`config.mk`:
```
export PLATFORM = sky130hd
export DESIGN_NAME = seg_scan_monitor
export DESIGN_NICKNAME = d
export VERILOG_FILES = /design/src/rtl/seg_scan_monitor.sv
export SDC_FILE = /design/constraint.sdc
export NUM_CORES = 1
export LEC_CHECK = 0
export CORE_MARGIN = 4
export CORE_UTILIZATION = 50
export DETAILED_ROUTE_END_ITERATION = 6
export HOLD_SLACK_MARGIN = 0.1
export PLACE_DENSITY = 0.73
export SLEW_MARGIN = 5
export SYNTH_ARGS = -nofsm -noshare
export SYNTH_HDL_FRONTEND = slang
export SYNTH_SLANG_ARGS = --single-unit
```
`constraint.sdc`:
```
create_clock -name clk -period 5.5 [get_ports clk]
set_input_delay 0.55 -clock clk [delete_from_list [all_inputs] [get_ports clk]]
set_output_delay 0.55 -clock clk [all_outputs]
set_load 0.005 [all_outputs]
```
`src/rtl/seg_scan_monitor.sv`:
```
// Eight-digit multiplexed hex display of a 32-bit counter snapshot, with a
// stretched wrap indicator (rc_led on digit 0's dp) and a saturating wrap tally.
module seg_scan_monitor #(
  parameter int SCAN_DIV = 17,
  parameter int RC_HOLD  = 1000000
) (
  input  logic        clk,
  input  logic        rst,
  input  logic [31:0] cnt_in,
  input  logic        rc_in,
  input  logic        freeze,
  input  logic        clear_wraps,
  output logic [7:0]  AN,
  output logic [7:0]  SEG,
  output logic        rc_led,
  output logic [7:0]  wrap_count
);

  localparam int HOLD_W = (RC_HOLD > 1) ? $clog2(RC_HOLD) : 1;
  localparam logic [HOLD_W-1:0] HOLD_LOAD = HOLD_W'(RC_HOLD - 1);

  logic [SCAN_DIV-1:0] div_q, div_d;
  logic [2:0]          idx_q, idx_d;
  logic [31:0]         snap_q, snap_d;
  logic                rc_prev_q;
  logic [HOLD_W-1:0]   hold_q, hold_d;
  logic                led_q, led_d;
  logic [7:0]          wraps_q, wraps_d;
  logic [7:0]          an_q, an_d;
  logic [7:0]          seg_q, seg_d;

  logic        tick;
  logic        wrap_evt;
  logic [31:0] upper;
  logic [3:0]  nibble;
  logic [6:0]  hex;
  logic        blank;

  assign tick     = &div_q;
  assign wrap_evt = rc_in & ~rc_prev_q;

  // Snapshot only reloads at the end of a full frame so a frame never mixes values.
  always_comb begin
    div_d  = div_q + SCAN_DIV'(1);
    idx_d  = idx_q;
    snap_d = snap_q;
    if (tick) begin
      idx_d = idx_q + 3'd1;
      if (idx_q == 3'd7 && !freeze) begin
        snap_d = cnt_in;
      end
    end
  end

  always_comb begin
    upper  = snap_q >> {idx_q, 2'b00};
    nibble = upper[3:0];
    blank  = (idx_q != 3'd0) && (upper == 32'd0);
    hex    = 7'h7F;
    case (nibble)
      4'h0: hex = 7'h40;
      4'h1: hex = 7'h79;
      4'h2: hex = 7'h24;
      4'h3: hex = 7'h30;
      4'h4: hex = 7'h19;
      4'h5: hex = 7'h12;
      4'h6: hex = 7'h02;
      4'h7: hex = 7'h78;
      4'h8: hex = 7'h00;
      4'h9: hex = 7'h10;
      4'hA: hex = 7'h08;
      4'hB: hex = 7'h03;
      4'hC: hex = 7'h46;
      4'hD: hex = 7'h21;
      4'hE: hex = 7'h06;
      4'hF: hex = 7'h0E;
      default: hex = 7'h7F;
    endcase
    an_d  = ~(8'h01 << idx_q);
    seg_d = blank ? 8'hFF : {~((idx_q == 3'd0) && led_q), hex};
  end

  // Hold counter holds the remaining extra cycles; a fresh edge always restarts it.
  always_comb begin
    hold_d  = hold_q;
    led_d   = led_q;
    wraps_d = wraps_q;
    if (wrap_evt) begin
      led_d  = 1'b1;
      hold_d = HOLD_LOAD;
    end else if (led_q) begin
      if (hold_q == '0) begin
        led_d = 1'b0;
      end else begin
        hold_d = hold_q - HOLD_W'(1);
      end
    end
    if (clear_wraps) begin
      wraps_d = 8'd0;
    end else if (wrap_evt && wraps_q != 8'hFF) begin
      wraps_d = wraps_q + 8'd1;
    end
  end

  always_ff @(posedge clk or posedge rst) begin
    if (rst) begin
      div_q     <= '0;
      idx_q     <= 3'd0;
      snap_q    <= 32'd0;
      rc_prev_q <= 1'b0;
      hold_q    <= '0;
      led_q     <= 1'b0;
      wraps_q   <= 8'd0;
      an_q      <= 8'hFE;
      seg_q     <= 8'hC0;
    end else begin
      div_q     <= div_d;
      idx_q     <= idx_d;
      snap_q    <= snap_d;
      rc_prev_q <= rc_in;
      hold_q    <= hold_d;
      led_q     <= led_d;
      wraps_q   <= wraps_d;
      an_q      <= an_d;
      seg_q     <= seg_d;
    end
  end

  assign AN         = an_q;
  assign SEG        = seg_q;
  assign rc_led     = led_q;
  assign wrap_count = wraps_q;

endmodule

```
==> results of run 1 <==
==> routing by layer <==
metal	up-vias	routed length, microns	track usage [%]
met3	9	440	3.67
met1	1660	4300	25.3
met2	84	4390	27.0
li1	1579	-	-
met5	-	0	0
met4	0	104	5.18
==> Yosys cell counts (3+ instances only) <==
| cell | number | share of area, % |
|---|---|---|
| mux2i_1 | 6 | 1.3 |
| or3_1 | 4 | 0.52 |
| o211ai_1 | 4 | 0.63 |
| a21oi_1 | 8 | 0.84 |
| nor2_1 | 27 | 2.1 |
| nor3_1 | 11 | 1.2 |
| nor2b_1 | 3 | 0.39 |
| ha_1 | 17 | 4.5 |
| nand4_1 | 9 | 1.2 |
| nand2_1 | 45 | 3.5 |
| mux2_2 | 35 | 8.3 |
| dfstp_2 | 9 | 5.0 |
| nor4_1 | 10 | 1.3 |
| xnor2_1 | 20 | 3.7 |
| buf_2 | 3 | 0.31 |
| inv_1 | 12 | 0.94 |
| dfrtp_1 | 89 | 47 |
| mux4_2 | 9 | 4.3 |
| xor2_1 | 18 | 3.3 |
| and2_1 | 3 | 0.39 |
| and3_1 | 7 | 0.92 |
| clkbuf_1 | 7 | 0.55 |
| nand3_1 | 11 | 1.2 |
| o21ai_0 | 11 | 1.2 |
==> report_power, final <==
part | total, mW | leakage [nW] | internal, mW | switching (mW)
Combinational | 0.0853 | 1.15 | 0.0437 | 0.0416
Sequential | 0.745 | 1.26 | 0.733 | 0.0127
Clock | 0.440 | 0.0954 | 0.173 | 0.267
Total | 1.27 | 2.51 | 0.949 | 0.322
==> worst max-delay path: cells and delay by family, from the launching register on <==
| kind | cells | cell delay [ns] |
|---|---|---|
| DFF | 1 | 0.74 |
| and+or+nand+nor | 2 | 1.06 |
| AOI/OAI and AO/OA | 1 | 0.16 |
| muxes | 2 | 1.33 |
==> sequential cells by signal, summed over array words and instances, names as in the netlist <==
name,count
rc_led,1
div_q,17
snap_q,32
hold_q,20
wrap_count,8
AN,8
SEG,8
rc_prev_q,1
idx_q,3
==> metrics by stage <==
stage	hold WS [ns]	util, %	cell area [sq um]
after floorplan	0.436	-	4770
after global placement	0.454	59.4	5490
after detailed placement	0.460	59.4	5490
after CTS	0.478	61.4	5670
after global routing	0.498	61.4	5670
final	0.473	61.4	5670
==> layout make-up <==
| type | count | area share, % |
|---|---|---|
| clock buffer | 9 | 2.18 |
| clock inverter | 7 | 1.02 |
| inverter | 13 | 0.883 |
| multi-input combinational | 287 | 38.6 |
| sequential | 98 | 43.4 |
| tap | 129 | 2.85 |
| timing repair buffer | 63 | 11.0 |
==> cell families (layout without fill, tap and decap cells) <==
| logic type | count (synthesis) | in the layout | synth area share [%] |
|---|---|---|---|
| xor gates and xnor gates | 38 | 38 | 6.98 |
| muxes | 50 | 50 | 13.8 |
| adders and majority gates | 17 | 17 | 4.46 |
| AOI/OAI and AO/OA | 36 | 36 | 5.20 |
| buffers and inverters | 27 | 92 | 2.44 |
| and+or+nand+nor | 146 | 146 | 15.5 |
| DFF | 98 | 98 | 51.7 |
==> layout by cell type (no fill, tap or decap), types with 9 or more instances in the layout <==
cell	netlist	layout
nor3_1	11	11
dfstp_2	9	9
inv_1	12	11
nand2_1	45	45
mux2_2	35	35
ha_1	17	17
dfrtp_1	89	89
nor4_1	10	10
xnor2_1	20	20
xor2_1	18	18
o21ai_0	11	11
clkbuf_8	0	9
nand3_1	11	11
nor2_1	27	27
clkdlybuf4s50_1	0	61
nand4_1	9	9
mux4_2	9	9
==> worst paths after layout <==
check | start | endpoint | slack (ns) | cells past startpoint
hold reg to reg | div_q[4] | div_q[4] | 0.47 | 1
max in group asynchronous | rst | snap_q[1] | 3.75 | 3
min in group asynchronous | rst | rc_prev_q | 0.63 | 2
setup reg to reg | idx_q[1] | SEG[1] | 2.10 | 5
setup / recovery | idx_q[1] | SEG[1] | 2.10 | 5
hold / removal | div_q[4] | div_q[4] | 0.47 | 1
==> impl_metrics.json, run 1 <==
{
  "outcome": "completed",
  "cp.arrival_ns": 3.65,
  "drv_slew": 0,
  "worstPathRequired_ns": 5.74,
  "gp_congestion": 0.923,
  "crit_chain": "mux4_2, mux2i_1, nand3_1, or4b_1, o311ai_0",
  "synth_area_sq_mm": 0.00477,
  "syn_nets": 466,
  "ir_worst_vdd_mv": 0.134,
  "first_pass_iters": 4,
  "register_area_sq_mm": 0.00246,
  "dp_hpwl_mm": 6.79,
  "placed_cells": 590,
  "drt_first_iter_violations": 178,
  "clock_skew_ns": 0.0168,
  "grt_pass1_vias": 3326,
  "dp_slack_ns": 2.18,
  "row_count": 35,
  "cts_max_level": 3,
  "start_kind": "flip-flop",
  "viasPerCell": 5.50,
  "syn_inst": 412,
  "antenna_found_initial": 0,
  "die_h_microns": 106,
  "crit_path_max_incr_delay_ns": 0.76,
  "fillCellCount": 752,
  "period_minus_slack_ns": 3.40,
  "ys_seq_area_share_pct": 51.7,
  "clock_sinks": 98,
  "setup_viol": 0,
  "syn_area_per_cell_sq_um": 11.6,
  "rsz0062_at_grt": "false",
  "total_power_mw": 1.27,
  "layout-drive-gt1-share_pct": 16.6,
  "io-pin-count": 62,
  "critPathMaxFanout": 17,
  "critPathSlowestCell": "mux2i_1",
  "overflow": 0,
  "fin_ws_ns": 2.10,
  "grt_pass1_wl_mm": 16.1,
  "holdCritPathClass": "reg -> reg",
  "ant_nets": 0,
  "antenna_cells": 0,
  "finalHoldViolCount": 0,
  "clk_pin_slew_worst_paths_ns": 0.10,
  "post-route-drc-count": 0,
  "cp-end-kind": "flip-flop",
  "synth-main-ff-cell": "dfrtp_1",
  "fp.dieW_microns": 106,
  "relSlewSlack_pct": 34.5,
  "cts_buffer_depth": 2,
  "synth-edff-count": 0,
  "area_delta_synth_final_pct": 18.9,
  "cts_resized": 0,
  "port_buffers": 61,
  "synthArstFlopShare_pct": 100,
  "ys_warn_count": 0,
  "grt_usage_pct": 17.6,
  "power_density_mw_per_mm2": 224,
  "vias": 3332,
  "yosysUniqueCellTypes": 50,
  "fin_crit_sh_pct": 61.8,
  "drv_cap": 0,
  "cts_buffers": 9,
  "start_util_pct": 51.6,
  "leakage_nw": 2.51,
  "synth-seq-cells": 98,
  "multi_input_area_sq_mm": 0.00219,
  "dieArea_sq_mm": 0.0112,
  "post_cts_buffers": 0,
  "cts_tree": "yes",
  "coreArea_sq_mm": 0.00924,
  "wl_mm": 9.24,
  "criticalPathCategory": "reg -> reg",
  "wire_per_inst_microns": 15.2,
  "fmax_ghz": 0.294,
  "fin_setup_tns_ns": 0,
  "ctsRootBufferMaster": "clkbuf_8",
  "clk_latency_ns": 0.36,
  "postCtsHoldBufs": 0,
  "fin_nets": 526,
  "max_slew.worst_pin.slew_ns": 0.955,
  "grt_max_degree": 52,
  "layoutNonFillerInstCount": 606
}
(Power assumes the default switching activity.)
==> inputs of run 2 (changes only) <==
Clock period 5.5 ns to 3.39 ns, I/O delays scaled along.
==> run 2 against run 1 <==
Compared with the run above: routed wire length grew 1.8%; core utilization grew 0.28 points; global-route usage is essentially flat; final cell count grew 0.33%; sequential power grew 62%; maximum frequency grew 15%; clock-buffer cell count is the same; worst setup slack lost 1.7 ns; register-to-register slack lost 1.7 ns; final area grew 0.46%; first-iteration DRC count shrank 9.0%; sequential share of layout area shrank 0.20 points; largest cell class unchanged; largest power group unchanged; highest routed layer unchanged.
==> impl_metrics.json, run 2 (synthesis gave the netlist of run 1 again) <==
{
  "start_util_pct": 51.6,
  "clk_pin_slew_worst_paths_ns": 0.10,
  "switchingPower_mw": 0.507,
  "setup_viol": 0,
  "row_count": 35,
  "area_delta_synth_final_pct": 19.5,
  "largest_reg_flops": 32,
  "criticalPathCategory": "reg -> reg",
  "final_common_cell": "dfrtp_1",
  "cp.arrival_ns": 3.17,
  "r2r_end": "SEG[1]",
  "placedInstanceArea_sq_mm": 0.00552,
  "coreArea_sq_mm": 0.00924,
  "comb_power_share_pct": 6.8,
  "fin_crit_sh_pct": 87.1,
  "overflow": 0,
  "post-route-drc-count": 0,
  "critPathMaxFanout": 16,
  "leakage_nw": 2.53,
  "cts_buffer_depth": 2,
  "io-pin-count": 62,
  "rrSetupSlack_ns": 0.44,
  "clk_latency_ns": 0.36,
  "hold_ws_ns": 0.357,
  "antenna_cells": 0,
  "cts_max_level": 3,
  "wire_per_inst_microns": 15.5,
  "post_cts_buffers": 0,
  "max_slew.worst_pin.slew_ns": 0.609,
  "dieArea_sq_mm": 0.0112,
  "viasPerCell": 5.54,
  "rr_worst_depth": 8,
  "ant_nets": 0,
  "fillCellCount": 768,
  "clock_skew_ns": 0.0139,
  "power_density_mw_per_mm2": 359,
  "layout-drive-gt1-share_pct": 16.9,
  "cts_buffers": 9,
  "start_kind": "flip-flop",
  "port_buffers": 61,
  "worstPathRequired_ns": 3.61,
  "p_seq_share_pct": 59.2,
  "p_clk_share_pct": 34.0,
  "top_register": "snap_q",
  "ctsRootBufferMaster": "clkbuf_8",
  "gp_congestion": 0.919,
  "grt_pass1_wl_mm": 16.1,
  "layout_common_cells": "dfrtp_1 (89), clkdlybuf4s50_1 (61), nand2_1 (45)",
  "cp-end-kind": "flip-flop",
  "drv_cap": 0,
  "p_sw_share_pct": 24.8,
  "grt_usage_pct": 17.6,
  "outcome": "completed",
  "r2r_start": "idx_q[0]",
  "cts_tree": "yes",
  "first_pass_iters": 4,
  "reg_top3": "snap_q x32, hold_q x20, div_q x17",
  "clock_sinks": 98,
  "dp_hpwl_mm": 6.83,
  "wl_mm": 9.40,
  "postCtsHoldBufs": 0,
  "finalHoldViolCount": 0,
  "internal_power_mw": 1.54,
  "grt_pass1_vias": 3348,
  "die_h_microns": 106,
  "vias": 3367,
  "rsz0062_at_grt": "false",
  "period_minus_slack_ns": 2.95,
  "design_area_sq_mm": 0.00570,
  "cts_resized": 0,
  "fmax_ghz": 0.339,
  "fin_nets": 529,
  "antenna_found_initial": 0,
  "fp.dieW_microns": 106,
  "holdCritPathClass": "in -> async",
  "drv_slew": 0,
  "ir_worst_vdd_mv": 0.240,
  "fin_setup_tns_ns": 0,
  "relSlewSlack_pct": 59.4,
  "drt_first_iter_violations": 162,
  "grt_max_degree": 66
}
## run 2: per-stage QoR
stage	cells	worst slack, ns	total power, mW	utilization [%]
after floorplan	412	0.504	1.30	-
after global placement	593	0.614	1.37	59.8
after detailed placement	593	0.499	1.37	59.8
after CTS	608	0.441	2.08	61.7
after global routing	608	0.180	2.14	61.7
final	608	0.436	2.04	61.7
## run 2: layout make-up
| class | count | area, sq um | share of cell area (%) |
|---|---|---|---|
| multi-input cells | 287 | 2190 | 38.4 |
| well taps | 129 | 161 | 2.83 |
| flip-flops and latches | 98 | 2460 | 43.2 |
| clock buffers | 9 | 124 | 2.17 |
| inverters | 13 | 50.0 | 0.879 |
| clock inverters | 6 | 48.8 | 0.857 |
| repair buffers | 66 | 661 | 11.6 |
## run 2: worst max-delay path by stage
stage / start / to / slack [ns] / depth (start not counted)
finish: idx_q[0] / SEG[1] / 0.44 / 8
global route: idx_q[0] / SEG[1] / 0.18 / 8
CTS: idx_q[0] / SEG[1] / 0.44 / 8
detailed placement: idx_q[0] / SEG[1] / 0.50 / 8
global placement: idx_q[0] / SEG[1] / 0.61 / 8
floorplan: rst / AN[0] / 0.50 / 1
## run 2: power by group through the flow
stage / Combinational [mW] / Clock, mW / Sequential [mW]
after global placement: 0.141 / 0 / 1.23
after CTS: 0.144 / 0.726 / 1.21
after global routing: 0.156 / 0.768 / 1.21
after detailed placement: 0.144 / 0 / 1.23
final: 0.140 / 0.695 / 1.21
after floorplan: 0.0761 / 0 / 1.23
## run 2: critical path, cell delays in order, from the launching register on
cell	delay (ns)
dfrtp_1	0.74
mux4_2	0.60
nand2_1	0.09
nand2_1	0.13
inv_1	0.17
ha_1	0.21
nand3_1	0.07
or4b_1	0.62
o311ai_0	0.19
## run 2: per-layer routing
| metal | global-route usage, % | share of wire (%) | vias up | wire length [microns] |
|---|---|---|---|---|
| met1 | 24.0 | 44 | 1666 | 4180 |
| met2 | 27.6 | 48 | 104 | 4520 |
| met3 | 4.35 | 5.9 | 13 | 557 |
| li1 | - | - | 1584 | - |
| met5 | 0 | 0 | - | 0 |
| met4 | 6.01 | 1.5 | 0 | 142 |
